File: src/rtl/periph_bus_bridge_if.sv
// Bus bundle between the load/store unit, the bridge and its two slaves (data RAM, 7-seg).
// The master modport is the environment view (CPU plus slave devices); the slave modport is the bridge view.
interface periph_bus_bridge_if #(
    parameter int RAM_AW = 10
);
    logic              cpu_read;
    logic              cpu_write;
    logic [31:0]       cpu_addr;
    logic [31:0]       cpu_wdata;
    logic [3:0]        cpu_byteena;
    logic [31:0]       cpu_rdata;
    logic              cpu_ready;
    logic              cpu_err;

    logic              ram_read;
    logic              ram_write;
    logic [RAM_AW-1:0] ram_addr;
    logic [31:0]       ram_wdata;
    logic [3:0]        ram_byteena;
    logic              ram_valid;
    logic [31:0]       ram_rdata;

    logic              seg_read;
    logic              seg_write;
    logic              seg_addr;
    logic [31:0]       seg_wdata;
    logic              seg_valid;
    logic [31:0]       seg_rdata;

    modport master (
        output cpu_read, cpu_write, cpu_addr, cpu_wdata, cpu_byteena,
        output ram_valid, ram_rdata, seg_valid, seg_rdata,
        input  cpu_rdata, cpu_ready, cpu_err,
        input  ram_read, ram_write, ram_addr, ram_wdata, ram_byteena,
        input  seg_read, seg_write, seg_addr, seg_wdata
    );

    modport slave (
        input  cpu_read, cpu_write, cpu_addr, cpu_wdata, cpu_byteena,
        input  ram_valid, ram_rdata, seg_valid, seg_rdata,
        output cpu_rdata, cpu_ready, cpu_err,
        output ram_read, ram_write, ram_addr, ram_wdata, ram_byteena,
        output seg_read, seg_write, seg_addr, seg_wdata
    );
endinterface

File: src/rtl/periph_bus_bridge.sv
// Single-master bridge from the load/store unit to the data RAM and 7-seg peripheral; all outputs registered.
// Optional read timeout is enabled by defining BUS_TIMEOUT_EN.
module periph_bus_bridge #(
    parameter int          RAM_AW         = 10,
    parameter logic [31:0] SEG_BASE       = 32'h8000_0000,
    parameter int          TIMEOUT_CYCLES = 16
) (
    input logic                clk,
    input logic                rst,
    periph_bus_bridge_if.slave bus_io
);

    typedef enum logic [1:0] {
        IDLE,
        WR,
        RD,
        RESP
    } state_e;

    state_e state_q, state_d;

    logic              tgtSeg_q, tgtSeg_d;
    logic              ramRead_q, ramRead_d;
    logic              ramWrite_q, ramWrite_d;
    logic [RAM_AW-1:0] ramAddr_q, ramAddr_d;
    logic [31:0]       ramWdata_q, ramWdata_d;
    logic [3:0]        ramByteena_q, ramByteena_d;
    logic              segRead_q, segRead_d;
    logic              segWrite_q, segWrite_d;
    logic              segAddr_q, segAddr_d;
    logic [31:0]       segWdata_q, segWdata_d;
    logic [31:0]       cpuRdata_q, cpuRdata_d;
    logic              cpuReady_q, cpuReady_d;
    logic              cpuErr_q, cpuErr_d;

    logic              reqAny;
    logic              hitRam;
    logic              hitSeg;
    logic              slaveValid;
    logic [31:0]       slaveRdata;
    logic              timeout;
    logic              unusedAddrBits;

    assign reqAny         = bus_io.cpu_read | bus_io.cpu_write;
    assign hitRam         = (bus_io.cpu_addr[31:RAM_AW+2] == '0);
    assign hitSeg         = (bus_io.cpu_addr[31:3] == SEG_BASE[31:3]);
    assign unusedAddrBits = ^bus_io.cpu_addr[1:0];

    // Only the slave latched at request time may complete a read.
    assign slaveValid = tgtSeg_q ? bus_io.seg_valid : bus_io.ram_valid;
    assign slaveRdata = tgtSeg_q ? bus_io.seg_rdata : bus_io.ram_rdata;

`ifdef BUS_TIMEOUT_EN
    localparam int CW = $clog2(TIMEOUT_CYCLES + 1);

    logic [CW-1:0] count_q, count_d;

    assign timeout = (count_q == CW'(TIMEOUT_CYCLES - 1));
    assign count_d = (state_q == RD) ? count_q + CW'(1) : '0;

    always_ff @(posedge clk or posedge rst) begin
        if (rst) begin
            count_q <= '0;
        end else begin
            count_q <= count_d;
        end
    end
`else
    localparam int unusedTimeoutCycles = TIMEOUT_CYCLES;

    assign timeout = 1'b0;
`endif

    always_ff @(posedge clk or posedge rst) begin
        if (rst) begin
            state_q      <= IDLE;
            tgtSeg_q     <= 1'b0;
            ramRead_q    <= 1'b0;
            ramWrite_q   <= 1'b0;
            ramAddr_q    <= '0;
            ramWdata_q   <= '0;
            ramByteena_q <= '0;
            segRead_q    <= 1'b0;
            segWrite_q   <= 1'b0;
            segAddr_q    <= 1'b0;
            segWdata_q   <= '0;
            cpuRdata_q   <= '0;
            cpuReady_q   <= 1'b0;
            cpuErr_q     <= 1'b0;
        end else begin
            state_q      <= state_d;
            tgtSeg_q     <= tgtSeg_d;
            ramRead_q    <= ramRead_d;
            ramWrite_q   <= ramWrite_d;
            ramAddr_q    <= ramAddr_d;
            ramWdata_q   <= ramWdata_d;
            ramByteena_q <= ramByteena_d;
            segRead_q    <= segRead_d;
            segWrite_q   <= segWrite_d;
            segAddr_q    <= segAddr_d;
            segWdata_q   <= segWdata_d;
            cpuRdata_q   <= cpuRdata_d;
            cpuReady_q   <= cpuReady_d;
            cpuErr_q     <= cpuErr_d;
        end
    end

    always_comb begin
        state_d = state_q;
        unique case (state_q)
            IDLE: begin
                if (reqAny) begin
                    if (hitRam || hitSeg) begin
                        state_d = bus_io.cpu_read ? RD : WR;
                    end else begin
                        state_d = RESP;
                    end
                end
            end
            WR:   state_d = RESP;
            RD: begin
                if (slaveValid || timeout) begin
                    state_d = RESP;
                end
            end
            RESP: state_d = IDLE;
            default: state_d = IDLE;
        endcase
    end

    // Registered outputs are computed one cycle ahead so each strobe/ready lands on its own cycle.
    always_comb begin
        tgtSeg_d     = tgtSeg_q;
        ramRead_d    = 1'b0;
        ramWrite_d   = 1'b0;
        ramAddr_d    = ramAddr_q;
        ramWdata_d   = ramWdata_q;
        ramByteena_d = ramByteena_q;
        segRead_d    = 1'b0;
        segWrite_d   = 1'b0;
        segAddr_d    = segAddr_q;
        segWdata_d   = segWdata_q;
        cpuRdata_d   = cpuRdata_q;
        cpuReady_d   = 1'b0;
        cpuErr_d     = cpuErr_q;

        unique case (state_q)
            IDLE: begin
                if (reqAny) begin
                    cpuErr_d = 1'b0;
                    if (hitRam) begin
                        tgtSeg_d     = 1'b0;
                        ramAddr_d    = bus_io.cpu_addr[RAM_AW+1:2];
                        ramWdata_d   = bus_io.cpu_wdata;
                        ramByteena_d = bus_io.cpu_byteena;
                        ramRead_d    = bus_io.cpu_read;
                        ramWrite_d   = ~bus_io.cpu_read;
                    end else if (hitSeg) begin
                        tgtSeg_d     = 1'b1;
                        segAddr_d    = bus_io.cpu_addr[2];
                        segWdata_d   = bus_io.cpu_wdata;
                        segRead_d    = bus_io.cpu_read;
                        segWrite_d   = ~bus_io.cpu_read;
                    end else begin
                        cpuErr_d   = 1'b1;
                        cpuRdata_d = '0;
                        cpuReady_d = 1'b1;
                    end
                end
            end
            WR: begin
                cpuReady_d = 1'b1;
            end
            RD: begin
                // A valid on the timeout cycle still returns data.
                if (slaveValid) begin
                    cpuRdata_d = slaveRdata;
                    cpuReady_d = 1'b1;
                end else if (timeout) begin
                    cpuRdata_d = '0;
                    cpuErr_d   = 1'b1;
                    cpuReady_d = 1'b1;
                end
            end
            RESP: begin
                cpuReady_d = 1'b0;
            end
            default: begin
                cpuReady_d = 1'b0;
            end
        endcase
    end

    assign bus_io.cpu_rdata   = cpuRdata_q;
    assign bus_io.cpu_ready   = cpuReady_q;
    assign bus_io.cpu_err     = cpuErr_q;
    assign bus_io.ram_read    = ramRead_q;
    assign bus_io.ram_write   = ramWrite_q;
    assign bus_io.ram_addr    = ramAddr_q;
    assign bus_io.ram_wdata   = ramWdata_q;
    assign bus_io.ram_byteena = ramByteena_q;
    assign bus_io.seg_read    = segRead_q;
    assign bus_io.seg_write   = segWrite_q;
    assign bus_io.seg_addr    = segAddr_q;
    assign bus_io.seg_wdata   = segWdata_q;

endmodule

File: src/flat_wrapper.sv
// flat-port wrapper written by rule: the top's interface ports become plain ports
module periph_bus_bridge_flat 
#(
    parameter int          RAM_AW         = 10,
    parameter logic [31:0] SEG_BASE       = 32'h8000_0000,
    parameter int          TIMEOUT_CYCLES = 16
)
  (clk, rst, bus_io_cpu_read, bus_io_cpu_write, bus_io_cpu_addr, bus_io_cpu_wdata, bus_io_cpu_byteena, bus_io_ram_valid, bus_io_ram_rdata, bus_io_seg_valid, bus_io_seg_rdata, bus_io_cpu_rdata, bus_io_cpu_ready, bus_io_cpu_err, bus_io_ram_read, bus_io_ram_write, bus_io_ram_addr, bus_io_ram_wdata, bus_io_ram_byteena, bus_io_seg_read, bus_io_seg_write, bus_io_seg_addr, bus_io_seg_wdata);
  periph_bus_bridge_if #(.RAM_AW(RAM_AW)) bus_io_i ();
  input logic clk;
  input logic rst;
  input wire logic [$bits(bus_io_i.cpu_read)-1:0] bus_io_cpu_read;
  input wire logic [$bits(bus_io_i.cpu_write)-1:0] bus_io_cpu_write;
  input wire logic [$bits(bus_io_i.cpu_addr)-1:0] bus_io_cpu_addr;
  input wire logic [$bits(bus_io_i.cpu_wdata)-1:0] bus_io_cpu_wdata;
  input wire logic [$bits(bus_io_i.cpu_byteena)-1:0] bus_io_cpu_byteena;
  input wire logic [$bits(bus_io_i.ram_valid)-1:0] bus_io_ram_valid;
  input wire logic [$bits(bus_io_i.ram_rdata)-1:0] bus_io_ram_rdata;
  input wire logic [$bits(bus_io_i.seg_valid)-1:0] bus_io_seg_valid;
  input wire logic [$bits(bus_io_i.seg_rdata)-1:0] bus_io_seg_rdata;
  output wire logic [$bits(bus_io_i.cpu_rdata)-1:0] bus_io_cpu_rdata;
  output wire logic [$bits(bus_io_i.cpu_ready)-1:0] bus_io_cpu_ready;
  output wire logic [$bits(bus_io_i.cpu_err)-1:0] bus_io_cpu_err;
  output wire logic [$bits(bus_io_i.ram_read)-1:0] bus_io_ram_read;
  output wire logic [$bits(bus_io_i.ram_write)-1:0] bus_io_ram_write;
  output wire logic [$bits(bus_io_i.ram_addr)-1:0] bus_io_ram_addr;
  output wire logic [$bits(bus_io_i.ram_wdata)-1:0] bus_io_ram_wdata;
  output wire logic [$bits(bus_io_i.ram_byteena)-1:0] bus_io_ram_byteena;
  output wire logic [$bits(bus_io_i.seg_read)-1:0] bus_io_seg_read;
  output wire logic [$bits(bus_io_i.seg_write)-1:0] bus_io_seg_write;
  output wire logic [$bits(bus_io_i.seg_addr)-1:0] bus_io_seg_addr;
  output wire logic [$bits(bus_io_i.seg_wdata)-1:0] bus_io_seg_wdata;
  assign bus_io_i.cpu_read = bus_io_cpu_read;
  assign bus_io_i.cpu_write = bus_io_cpu_write;
  assign bus_io_i.cpu_addr = bus_io_cpu_addr;
  assign bus_io_i.cpu_wdata = bus_io_cpu_wdata;
  assign bus_io_i.cpu_byteena = bus_io_cpu_byteena;
  assign bus_io_i.ram_valid = bus_io_ram_valid;
  assign bus_io_i.ram_rdata = bus_io_ram_rdata;
  assign bus_io_i.seg_valid = bus_io_seg_valid;
  assign bus_io_i.seg_rdata = bus_io_seg_rdata;
  assign bus_io_cpu_rdata = bus_io_i.cpu_rdata;
  assign bus_io_cpu_ready = bus_io_i.cpu_ready;
  assign bus_io_cpu_err = bus_io_i.cpu_err;
  assign bus_io_ram_read = bus_io_i.ram_read;
  assign bus_io_ram_write = bus_io_i.ram_write;
  assign bus_io_ram_addr = bus_io_i.ram_addr;
  assign bus_io_ram_wdata = bus_io_i.ram_wdata;
  assign bus_io_ram_byteena = bus_io_i.ram_byteena;
  assign bus_io_seg_read = bus_io_i.seg_read;
  assign bus_io_seg_write = bus_io_i.seg_write;
  assign bus_io_seg_addr = bus_io_i.seg_addr;
  assign bus_io_seg_wdata = bus_io_i.seg_wdata;
  periph_bus_bridge #(.RAM_AW(RAM_AW), .SEG_BASE(SEG_BASE), .TIMEOUT_CYCLES(TIMEOUT_CYCLES)) u_core (.clk(clk), .rst(rst), .bus_io(bus_io_i));
endmodule
File: config.mk
export PLATFORM = sky130hd
export DESIGN_NAME = periph_bus_bridge_flat
export DESIGN_NICKNAME = d
export VERILOG_FILES = /design/src/rtl/periph_bus_bridge_if.sv /design/src/rtl/periph_bus_bridge.sv /design/src/flat_wrapper.sv
export SDC_FILE = /design/constraint.sdc
export NUM_CORES = 1
export LEC_CHECK = 0
export CORE_MARGIN = 2
export CORE_UTILIZATION = 41
export CTS_BUF_LIST = sky130_fd_sc_hd__clkbuf_2
export DETAILED_ROUTE_END_ITERATION = 7
export GPL_TIMING_DRIVEN = 0
export PLACE_DENSITY = 0.9
export SYNTH_ARGS = -nofsm -noshare
export SYNTH_HDL_FRONTEND = slang
export SYNTH_SLANG_ARGS = --single-unit
File: constraint.sdc
create_clock -name clk -period 4.5 [get_ports clk]
set_clock_uncertainty 0.05 [all_clocks]
set_input_delay 0.45 -clock clk [delete_from_list [all_inputs] [get_ports clk]]
set_output_delay 0.45 -clock clk [all_outputs]
set_load 0.01 [all_outputs]
# After elaboration in Yosys (flattened, before gate mapping)
# Cells that the tools add are included.
# Widths: inputs -> output; s select.
dict set report word_totals {
  ff_bits 120
  input_bits 138
  output_inout_bits 117
}
dict set report classes {
  n_eq_ne 8
  mux 33
  bitwise 3
  n_reduce_logical 11
}
# op n
set op_table {}
lappend op_table {{$mux 32} 5}
lappend op_table {{$pmux 32 s2} 1}
lappend op_table {{$eq 29x29->1 const B} 1}
lappend op_table {{$mux 1} 21}
lappend op_table {{$logic_not 20->1} 1}
lappend op_table {{$mux 2} 4}
lappend op_table {{$pmux 2 s4} 1}
lappend op_table {{$reduce_and 3->1} 2}
lappend op_table {{$reduce_and 5->1} 1}
lappend op_table {{$eq 2x2->1 const B} 2}
lappend op_table {{$ne 2x1->1 const B} 2}
lappend op_table {{$ne 2x2->1 const B} 2}
lappend op_table {{$pmux 1 s4} 1}
lappend op_table {{$reduce_and 2->1} 2}
lappend op_table {{$reduce_and 4->1} 1}
lappend op_table {{$reduce_bool 2->1} 2}
lappend op_table {{$eq 2x1->1 const B} 1}
lappend op_table {{$logic_not 2->1} 1}
lappend op_table {{$not 1->1} 2}
lappend op_table {{$logic_or 1x1->1} 1}
lappend op_table {{$or 1x1->1} 1}

# Depth between registers and ports, before layout
# Gate-level depths: netlist (run 1).
dict set report logic_depth {
  ltp_word 5
  depth_mapped 8
  mapped_depth_nobuf 6
}

# Worst setup path after synthesis (run 1)
# No wires, ideal clock.
dict set report synth_path {
  kind {input-to-reg}
  start {input bus_io_cpu_addr[15]}
  end {register u_core.segWdata_q[10], in the netlist u_core.bus_io.seg_wdata[10]}
  setup_time_ps 127
  arrival_time_ps 1939
  path_slack_ps 2384
  path_stages 5
  cell_sequence {nor4_2 > nand3_2 > nor4_4 > buf_6 > mux2_1}
}
dict set report synth_between {
  elab_chain_cells 3
  elab_cells_between_ends 4
  cone_classes {eq/ne: 1; bitwise: 1; reduce/logical: 2}
}
# item line_no
set synth_rtl {}
lappend synth_rtl {{start: declaration} flat_wrapper.sv:14} ;# input wire logic [$bits(bus_io_i.cpu_addr)-1:0] bus_io_cpu_addr;
lappend synth_rtl {{$logic_not 20->1} periph_bus_bridge.sv:45} ;# assign hitRam = (bus_io.cpu_addr[31:RAM_AW+2] == '0);
lappend synth_rtl {{$not 1->1 (no source line)} n/a}
lappend synth_rtl {{$reduce_and 4->1 (no source line) (*)} n/a}
lappend synth_rtl {{end signal: assignment} periph_bus_bridge.sv:101} ;# segWdata_q <= segWdata_d;
lappend synth_rtl {{end: declaration} periph_bus_bridge.sv:31} ;# logic [31:0] segWdata_q, segWdata_d;
# Every way passes the cells marked *; elsewhere a longest branch is shown, timed or not.
# A chain may end at the register's enable or synchronous reset.

# Worst setup path after layout (run 1)
dict set report layout_path {
  start {register u_core.state_q[0]}
  end {register u_core.segWdata_q[21], in the netlist u_core.bus_io.seg_wdata[21]}
}
dict set report layout_between {
  elab_chain_cells 2
}
# item line_no
set layout_rtl {}
lappend layout_rtl {{start: declaration} periph_bus_bridge.sv:20} ;# state_e state_q, state_d;
lappend layout_rtl {{start signal: assignment} periph_bus_bridge.sv:91} ;# state_q <= state_d;
lappend layout_rtl {{$logic_not 2->1} periph_bus_bridge.sv:147} ;# unique case (state_q)
lappend layout_rtl {{$reduce_and 4->1 (no source line)} n/a}
# Every way passes these cells.

==> impl_results.md, run 1 <==
* Slew HR at 47.2%
* Num ports at 255
* Starting DRT DRC Count at 264
* Share of the synthesized area in the top cell type at 59.5%
* Num rows at 40
* Syn Std Cell Area at 0.00505 mm2
* DRC Markers at 0
* Status: complete, no violations
* Post-synth EDFFs at 0
* Leakage at 3.58 nW
* Clock transition at the registers of the reported paths at around 0.22 ns
* Fin util at 67.0%
* Post-DP HPWL at between 10000 and 15000 um
* Synth unique cells at 34
* Hold Crit Class: input port to asynchronous set/reset pin
* Seq cells post-synth at 120
* Max frequency at 412 MHz
* Worst reg2reg path depth at 6
* Final instance area at 0.00805 mm2
* Startpoint Class: flop
* Clock root buffer master: clkbuf_2
* Hold Worst Slack at approximately 0.14 ns
* Core area at between 0.01 and 0.015 mm2
* Post-CTS setup repair buffer count at 0
* Worst setup path start: u_core.state_q[0]
* Setup crit end kind: flop
* Die area at between 0.01 and 0.015 mm2
* Global Route Usage Sum at 22.9%
* Post-synth ARST share at 100%
* Critical path type: flop to flop
* Most frequent cells in the layout: clkdlybuf4s50_1 (252), dfrtp_1 (120), mux2_2 (50)
* RSZ-0062 raised after global routing: no
* R2r endpoint: u_core.bus_io.seg_wdata[21]
* Initial antenna violation count at 0
* Clock Latency Late Sink at 0.63 ns
* Drt pass-1 iters at 4
* Area grow syn2layout at 59.4%
* CTS HTree Levels at 4
* Final Hold Vio Count at 0
* Max VDD drop at 0.224 mV
* Maximum fanout along the worst path at 10
* Post-Route WL at 14700 um
* Number of global-route vias before repair at 4445
* Clock sinks at between 100 and 150
* Post_cts resized at 0
* Storage element area at between 0.003 and 0.004 mm2
* Net Count, Synth at 520
* RePlAce Congestion at 0.884
* Final #Nets at roughly 800
* Final setup fails at 0
* Mean number of vias per cell at 5.15
* Input/output buffers at 252
* First-pass GRT wire length at 23100 um
* Avg Inst Size Synth at ~13 um2
* R2R Setup Slk at 2.07 ns
* ANT nets after route at 0
* Cell Area, Placed at 0.00778 mm2
* # hold bufs at CTS at 0
* Die Span Y at approximately 110 um
* Reg2reg start: u_core.state_q[0]
* Share of cells above drive strength 1 at 14.6%
* Sequential area share after synthesis at 59.5%
* Max Slew Vio Count at 0
* WL per Instance at 18.2 um
* Final Critical Period at 2.43 ns
* Fillers at 874
* Clk buf depth at 2
* Cell taking the most area after synthesis: dfrtp_1
* Congestion Overflow GR at 0
* Largest net degree at the start of global routing at 77
* Cells after Synth at roughly 380
* Arr. time, crit path at 2.91 ns
* P per Cell Area at 352 mW/mm2
* Via Count at 4173
* Total CTS buffers at 17
* Die X at 115 um
* TNS Setup at 0 ns
* Slew @ Worst Pin at 0.793 ns
* Initial cell density of the core at 42.0%
* Antenna fix cells at 0
* CTS tree: yes
* Max_cap viols at 0
* Synth area leaders: dfrtp_1 (59%), mux2_2 (11%), mux2i_1 (6.5%), mux2_1 (6.5%), o22ai_1 (4.0%)
* Predominant post-synthesis flop cell: dfrtp_1
* Fin crit share at 53.9%
* Critical Path RT at about 5.0 ns
* Synth warn at 0
* Area of the multi-input gates at 0.00190 mm2
* Most common cell after layout, fill and taps aside: clkdlybuf4s50_1
worst max-delay path: stages, from the launching register on:
cell	delay [ns]
dfrtp_1	0.44
inv_1	0.11
ha_1	0.31
inv_1	0.16
nor4_4	0.65
buf_6	0.25
mux2_1	0.35
flip-flops by register name, summed over array words and instances (netlist names):
register / cells
u_core.bus_io.ram_read: 1
u_core.bus_io.seg_addr: 1
u_core.bus_io.seg_write: 1
u_core.bus_io.seg_read: 1
u_core.bus_io.ram_wdata: 32
u_core.bus_io.cpu_rdata: 32
u_core.bus_io.seg_wdata: 32
u_core.state_q: 2
u_core.bus_io.ram_write: 1
u_core.bus_io.cpu_err: 1
u_core.bus_io.ram_byteena: 4
u_core.tgtSeg_q: 1
u_core.bus_io.ram_addr: 10
u_core.bus_io.cpu_ready: 1
metrics by stage:
step / cells / worst slack [ns] / total power, mW
detailed placement: 778 / 1.31 / 2.10
global route: 810 / 1.82 / 3.00
CTS: 810 / 2.04 / 2.86
finish: 810 / 2.07 / 2.83
global placement: 777 / -0.674 / 2.06
floorplan: 378 / 0.814 / 1.64
cells in the mapped netlist, types with 2 or more instances:
library cell / n
buf_2: 6
buf_6: 3
clkbuf_1: 13
dfrtp_1: 120
ha_1: 4
inv_1: 8
mux2_1: 29
mux2_2: 50
mux2i_1: 33
nand2_1: 39
nand3_1: 2
nor2_1: 3
nor3_1: 5
nor4_1: 6
nor4_2: 2
o21ai_0: 6
o22ai_1: 32
where the power goes:
group	total (mW)	internal, mW	switching [mW]	leakage [nW]
registers	1.27	1.20	0.0711	1.64
clock network	0.747	0.312	0.436	0.150
logic	0.809	0.425	0.384	1.80
layout make-up:
class / instances / area share, %
Tap cell: 147 / 2.29
Clock buffer: 17 / 1.06
Timing Repair Buffer: 253 / 31.7
Inverter: 8 / 0.404
Sequential cell: 120 / 37.3
Buffer: 22 / 1.40
Clock inverter: 15 / 2.21
Multi-Input combinational cell: 228 / 23.6
layer usage:
layer / vias to the layer above / share of wire (%) / GRT usage, %
met1: 2017 / 39 / 26.3
met3: 25 / 8.6 / 7.54
met2: 217 / 51 / 40.4
met5: - / 0 / 0
li1: 1914 / - / -
met4: 0 / 1.8 / 7.39
worst max path at each step:
| stage | end | slack (ns) | depth (start not counted) |
|---|---|---|---|
| final | u_core.bus_io.seg_wdata[21] | 2.07 | 6 |
| after global routing | u_core.bus_io.cpu_rdata[24] | 1.82 | 7 |
| after CTS | u_core.bus_io.seg_wdata[13] | 2.04 | 6 |
| after detailed placement | u_core.bus_io.seg_wdata[21] | 1.31 | 6 |
| after global placement | u_core.bus_io.seg_wdata[7] | -0.67 | 2 |
| after floorplan | u_core.bus_io.cpu_err | 0.81 | 1 |
logic make-up after synthesis:
| kind of cell | count (synthesis) | share of synthesized area (%) |
|---|---|---|
| DFF | 120 | 59.5 |
| and+or+nand+nor | 65 | 6.47 |
| muxes | 112 | 24.2 |
| adders and majority gates | 4 | 0.991 |
| buffers and inverters | 30 | 2.83 |
| AOI/OAI and AO/OA | 47 | 6.07 |
(Power assumes the default switching activity.)
==> run 2: changes to the inputs <==
--- a/config.mk
+++ b/config.mk
@@ -6,11 +6,11 @@
 export NUM_CORES = 1
 export LEC_CHECK = 0
 export CORE_MARGIN = 2
-export CORE_UTILIZATION = 41
+export CORE_UTILIZATION = 37
 export CTS_BUF_LIST = sky130_fd_sc_hd__clkbuf_2
 export DETAILED_ROUTE_END_ITERATION = 7
 export GPL_TIMING_DRIVEN = 0
-export PLACE_DENSITY = 0.9
+export PLACE_DENSITY = 0.86
 export SYNTH_ARGS = -nofsm -noshare
 export SYNTH_HDL_FRONTEND = slang
 export SYNTH_SLANG_ARGS = --single-unit
==> constraint.sdc (replaced) <==
create_clock -name clk -period 2.1 [get_ports clk]
set_clock_uncertainty 0.05 [all_clocks]
set_input_delay 0.21 -clock clk [delete_from_list [all_inputs] [get_ports clk]]
set_output_delay 0.21 -clock clk [all_outputs]
set_load 0.01 [all_outputs]
==> impl_results.md, run 2 (synthesized netlist as in run 1, its figures left out) <==
* Critical Path RT at 2.65 ns (-2.34 ns)
* GRT met2 Usage at 34.5% (-5.9 points)
* Clock root buffer master: clkbuf_2
* Clock transition at the registers of the reported paths at 0.19 ns (-0.03 ns)
* Arr. time, crit path at 2.55 ns (-0.36 ns)
* Most frequent cells in the layout: clkdlybuf4s50_1 (252), dfrtp_1 (119), mux2_2 (50)
* M3 GR Usage at 8.54% (+1.0 points)
* Switching Fraction at 31.4% (-0.080 points)
* Clock Latency Late Sink at 0.71 ns (+0.08 ns)
* Mean number of vias per cell at 4.97 (-3.5%)
* Die Span Y at 121 um (+5.1%)
* Die area at 0.0146 mm2 (+10%)
* Congestion Overflow GR at 0 (unchanged)
* Initial antenna violation count at 0 (unchanged)
* WL per Instance at 17.4 um (-4.4%)
* Seq pwr share at 44.6% (-0.4 points)
* Most common cell after layout, fill and taps aside: clkdlybuf4s50_1
* Clk buf depth at 2 (unchanged)
* Startpoint Class: flop
* Via Count at 4241 (+1.6%)
* Num rows at 42 (+5.0%)
* GR peak layer: met2
* Final #Nets at 805 (+1.6%)
* Post-Route WL at 14800 um (+0.69%)
* Num ports at 255 (unchanged)
* Critical path type: flop to flop
* Area grow syn2layout at 64.0%
* Max frequency at 500 MHz (+21%)
* Slew HR at 46.7% (-0.47 points)
* Largest net degree at the start of global routing at 46 (-40%)
* P per Cell Area at 740 mW/mm2 (+110%)
* CTS tree: yes
* Clock share of power at 26.0% (-0.4 points)
* Maximum fanout along the worst path at 10 (unchanged)
* Fin util at 62.3% (-4.7 points)
* Hold Worst Slack at 0.0692 ns (-0.0729 ns)
* Status: complete, no violations
* Global Route Usage Sum at 20.6% (-2.3 points)
* Number of global-route vias before repair at 4550 (+2.4%)
* Slew @ Worst Pin at 0.798 ns (+0.00536 ns)
* Initial cell density of the core at 38.0% (-4.1 points)
* Final Hold Vio Count at 0 (unchanged)
* Leakage at 3.68 nW (+2.6%)
* First-pass GRT wire length at 23000 um (-0.66%)
* Internal Power at 4.20 mW (+120%)
* Die X at 121 um (+5.1%)
* Combinational power share at 29.3% (+0.7 points)
* ANT nets after route at 0 (unchanged)
* Total CTS buffers at 17 (unchanged)
* Input/output buffers at 252 (unchanged)
* Max Slew Vio Count at 0 (unchanged)
* DRC Markers at 0 (unchanged)
* Core area at 0.0133 mm2 (+11%)
* Max_cap viols at 0 (unchanged)
* Hold Crit Class: input port to flop
* Starting DRT DRC Count at 151 (-43%)
* Net switching power at 1.92 mW (+120%)
* Max VDD drop at 0.463 mV (+110%)
* Crit-path slowest cell: dfrtp_1
* Fin crit share at 95.3% (+41 points)
* Final Critical Period at 2.00 ns (-0.425 ns)
* Storage element area at 0.00300 mm2 (about the same)
* Worst path cell trace: inv_1 -> ha_2 -> nand4_1 -> clkbuf_2 -> buf_4 -> mux2_2
* Fillers at 1008 (+15%)
* Met1 GRT Util at 22.9% (-3.4 points)
* CTS HTree Levels at 4 (unchanged)
* Post-DP HPWL at 11400 um (-0.63%)
* Delay of the slowest critical-path stage at 0.43 ns (-0.22 ns)
* RSZ-0062 raised after global routing: no
* Clock sinks at 120 (unchanged)
* RePlAce Congestion at 0.806 (-8.8%)
* Drt pass-1 iters at 4 (unchanged)
* Setup crit end kind: flop
* Area of the multi-input gates at 0.00195 mm2 (+2.5%)
* Share of cells above drive strength 1 at 16.9% (+2.2 points)
* Final setup fails at 0 (unchanged)
-- run 2: cell types whose count changed in the layout (fill, tap and decap cells not counted), moves of 2 or more --
cell | before | now
buf_12 | 0 | 2
buf_2 | 6 | 3
buf_4 | 0 | 8
clkbuf_1 | 13 | 5
clkbuf_2 | 17 | 23
clkinv_4 | 3 | 1
dlygate4sd3_1 | 0 | 9
inv_6 | 1 | 4
nor4_1 | 6 | 4
-- run 2: timing repair --
| item | in CTS | in global routing |
|---|---|---|
| pin swaps | 1 | 0 |
| resized for setup | 15 | 6 |
| endpoints found under the hold margin | 34 | 8 |
| endpoints found under the setup margin | 95 | 61 |
| gates cloned | 0 | 0 |
| hold buffers | 2 | 7 |
| buffers inserted | 4 | 0 |
-- run 2: worst paths after layout --
kind,from,to,slack [ns],cells after the start
worst max-delay path,u_core.state_q[1],u_core.bus_io.ram_wdata[18],0.1,6
worst min-delay path,bus_io_cpu_wdata[10],u_core.bus_io.seg_wdata[10],0.07,2
worst max register to register,u_core.state_q[1],u_core.bus_io.ram_wdata[18],0.1,6
worst min register to register,u_core.bus_io.seg_wdata[9],u_core.bus_io.seg_wdata[9],0.46,1
max in group asynchronous,rst,u_core.bus_io.ram_wdata[0],0.83,4
min in group asynchronous,rst,u_core.bus_io.cpu_rdata[22],0.48,3
-- run 2: cell type report --
| class | instances | share of cell area, % |
|---|---|---|
| Antenna cell | 1 | 0.0302 |
| Buffer | 21 | 1.54 |
| Clock buffer | 17 | 1.03 |
| Clock inverter | 15 | 2.12 |
| Inverter | 8 | 0.408 |
| Multi-Input combinational cell | 228 | 23.6 |
| Sequential cell | 120 | 36.3 |
| Tap cell | 176 | 2.66 |
| Timing Repair Buffer | 267 | 32.4 |
-- run 2: stage by stage --
step | cell area, um2 | TNS (ns) | setup WS (ns) | std cells | power (mW)
2_1_floorplan | 5050 | 0 | 0.111 | 378 | 3.51
5_1_grt | 8280 | 0 | 0.00531 | 852 | 6.47
4_1_cts | 8190 | 0 | 0.0124 | 845 | 6.17
6_report | 8280 | 0 | 0.0986 | 853 | 6.13
3_5_place_dp | 7840 | -94.97 | -1.21 | 808 | 4.52
3_3_place_gp | 7790 | -167.99 | -1.16 | 806 | 4.43
-- run 2: worst max-delay path, delay by kind of cell, from the launching register on --
kind | cells | cell delay (ns)
buffers and inverters | 3 | 0.69
flip-flops | 1 | 0.43
adder cells (fa/ha/maj) | 1 | 0.23
AND/OR/NAND/NOR | 1 | 0.12
multiplexers | 1 | 0.37
-- run 2: power groups by stage --
stage | sequential (mW) | clock (mW) | combinational, mW
floorplan | 2.87 | 0 | 0.640
global placement | 2.76 | 0 | 1.67
detailed placement | 2.78 | 0 | 1.75
CTS | 2.73 | 1.64 | 1.79
global route | 2.76 | 1.75 | 1.96
finish | 2.73 | 1.59 | 1.80
-- run 2: routing by layer --
| layer | part of all wire (%) | up-vias |
|---|---|---|
| li1 | - | 1943 |
| met3 | 8.4 | 32 |
| met2 | 50 | 205 |
| met1 | 38 | 2061 |
| met4 | 2.7 | 0 |
| met5 | 0 | - |
==> run 3: changes to the inputs <==
--- a/config.mk
+++ b/config.mk
@@ -5,7 +5,6 @@
 export SDC_FILE = /design/constraint.sdc
 export NUM_CORES = 1
 export LEC_CHECK = 0
-export CORE_MARGIN = 2
 export CORE_UTILIZATION = 37
 export CTS_BUF_LIST = sky130_fd_sc_hd__clkbuf_2
 export DETAILED_ROUTE_END_ITERATION = 7
==> impl_results.md, run 3 (synthesized netlist as in run 1, its figures left out) <==
* Status: complete, no violations
* Fin util at 61.6% (-0.72 points)
* Wire length on met3 at 1090 um (-13%)
* Max frequency at 504 MHz (+0.96%)
* TNS Setup at 0 ns (unchanged)
* Final setup fails at 0 (unchanged)
* Setup WS pre-CTS at -0.906 ns (+0.301 ns)
* Initial antenna violation count at 0 (unchanged)
* Top routing layer used: met4
* Post-DP HPWL at 11300 um (-0.63%)
* Seq pwr share at 45.9% (+1.3 points)
* Crit-path slowest cell: dfrtp_1
* Drt pass-1 iters at 4 (unchanged)
* Storage element area at 0.00300 mm2 (unchanged)
* Share of cells above drive strength 1 at 17.5% (+0.62 points)
* Die area at 0.0141 mm2 (-3.3%)
* Starting DRT DRC Count at 130 (-14%)
* Worst Hold Launch: bus_io_ram_rdata[27]
* Delay of the slowest critical-path stage at 0.43 ns (about the same)
* Via Count at 4208 (-0.78%)
* Input/output buffers at 252 (unchanged)
* Clk buf depth at 2 (unchanged)
* WL per Instance at 17.3 um (-0.59%)
* Arr. time, crit path at 2.48 ns (-0.07 ns)
* Slew HR at 49.4% (+2.8 points)
* Met2 Wirelength at 7650 um (+2.3%)
* Final #Nets at 798 (-0.87%)
* CTS HTree Levels at 4 (unchanged)
* DRC Markers at 0 (unchanged)
* Area of the multi-input gates at 0.00195 mm2 (-0.19%)
* Total CTS buffers at 17 (unchanged)
* Leakage at 3.64 nW (-1.1%)
* Worst path cell trace: inv_1 -> ha_2 -> nand4_1 -> clkbuf_2 -> clkbuf_4 -> mux2_2
* Max VDD drop at 0.418 mV (-9.6%)
* Startpoint Class: flop
* Switching Fraction at 33.4% (+2.0 points)
* CTS tree: yes
* Final Hold Vio Count at 0 (unchanged)
* Reg2reg start: u_core.state_q[0]
* Maximum fanout along the worst path at 10 (unchanged)
* Number of global-route vias before repair at 4627 (+1.7%)
* Hold Worst Slack at 0.114 ns (+0.0450 ns)
* Most common cell after layout, fill and taps aside: clkdlybuf4s50_1
* Global Route Usage Sum at 21.4% (+0.79 points)
* Area grow syn2layout at 62.2%
* Critical Path RT at 2.59 ns (-0.06 ns)
* Clock root buffer master: clkbuf_2
* Fin crit share at 94.4% (-0.90 points)
* Net switching power at 2.00 mW (+3.8%)
* Buffer and inverter count on the worst path at 3 (unchanged)
* CP top delay family: buffers and inverters
* Final Total Pwr at 5.98 mW (-2.4%)
* ANT nets after route at 0 (unchanged)
* Clock Latency Late Sink at 0.64 ns (-0.07 ns)
* Most frequent cells in the layout: clkdlybuf4s50_1 (252), dfrtp_1 (119), mux2_2 (50)
* Num rows at 42 (unchanged)
* Internal Power at 3.98 mW (-5.2%)
* Core area at 0.0133 mm2 (unchanged)
* Fillers at 1046 (+3.8%)
* Largest net degree at the start of global routing at 40 (-13%)
* Clock transition at the registers of the reported paths at 0.22 ns (+0.03 ns)
* Worst setup path start: u_core.state_q[0]
* Max_cap viols at 0 (unchanged)
* Initial cell density of the core at 38.0% (unchanged)
* P per Cell Area at 730 mW/mm2 (-1.2%)
* Critical path type: flop to flop
* Hold Crit Class: input port to flop
* Setup crit end kind: flop
* Antenna fix cells at 0 (-1)
* R2R Setup Slk at 0.12 ns (+0.02 ns)
* Met1 WL at 5640 um (-0.88%)
* Final setup margin at 0.118 ns (+0.0190 ns)
* Max Slew Vio Count at 0 (unchanged)
* RSZ-0062 raised after global routing: yes
* Final Critical Period at 1.98 ns (-0.0190 ns)
* First-pass GRT wire length at 23400 um (+1.7%)
* Die X at 119 um (-1.7%)
* Die Span Y at 119 um (-1.7%)
* Slew @ Worst Pin at 0.758 ns (-0.0396 ns)
* Mean number of vias per cell at 4.98 (+0.16%)
* Post-Route WL at 14600 um (-1.5%)
* RePlAce Congestion at 0.825 (+2.2%)
* Clock sinks at 120 (unchanged)
* Congestion Overflow GR at 0 (unchanged)
* Num ports at 255 (unchanged)
* Combinational power share at 29.9% (+0.6 points)
* Clock share of power at 24.2% (-1.8 points)
-- run 3: per-stage QoR --
stage	instances	instance area [um2]
2_1_floorplan	378	5050
3_3_place_gp	806	7790
3_5_place_dp	809	7860
4_1_cts	844	8150
5_1_grt	845	8190
6_report	845	8190
-- run 3: final cells by class --
type | instances | area share [%]
Buffer | 21 | 1.59
Clock buffer | 17 | 1.04
Clock inverter | 15 | 1.76
Inverter | 8 | 0.413
Multi-Input combinational cell | 228 | 23.8
Sequential cell | 120 | 36.7
Tap cell | 176 | 2.69
Timing Repair Buffer | 260 | 32.0
-- run 3: power groups by stage --
stage	clock [mW]	combinational, mW	sequential (mW)
2_1_floorplan	0	0.640	2.87
3_3_place_gp	0	1.66	2.77
3_5_place_dp	0	1.74	2.78
4_1_cts	1.51	1.77	2.74
5_1_grt	1.60	1.94	2.77
6_report	1.45	1.78	2.75
-- run 3: timing repair --
action                     4_1_cts  5_1_grt
buffers inserted                 3        1
pin swaps                        1        1
gates resized for setup         13       12
setup endpoints to repair       93       94
hold endpoints to repair         8        0
hold buffers                     1        0
-- run 3: worst paths after layout --
check / to / cells past startpoint
max in group asynchronous: u_core.bus_io.ram_byteena[3] / 5
worst max-delay path: u_core.bus_io.ram_addr[0] / 6
worst min register to register: u_core.bus_io.seg_wdata[9] / 1
min in group asynchronous: u_core.bus_io.seg_wdata[12] / 3
worst max register to register: u_core.bus_io.ram_addr[0] / 6
worst min-delay path: u_core.bus_io.cpu_rdata[27] / 3
-- run 3: tightest hold or removal path: stages --
cell and delay [ns]:
clkdlybuf4s50_1 0.39, mux2i_1 0.12, o22ai_1 0.09
-- run 3: per-layer routing --
metal,vias up,global-route usage (%)
li1,1923,-
met1,2063,23.7
met2,202,38.8
met3,20,6.23
met4,0,7.52
met5,-,0
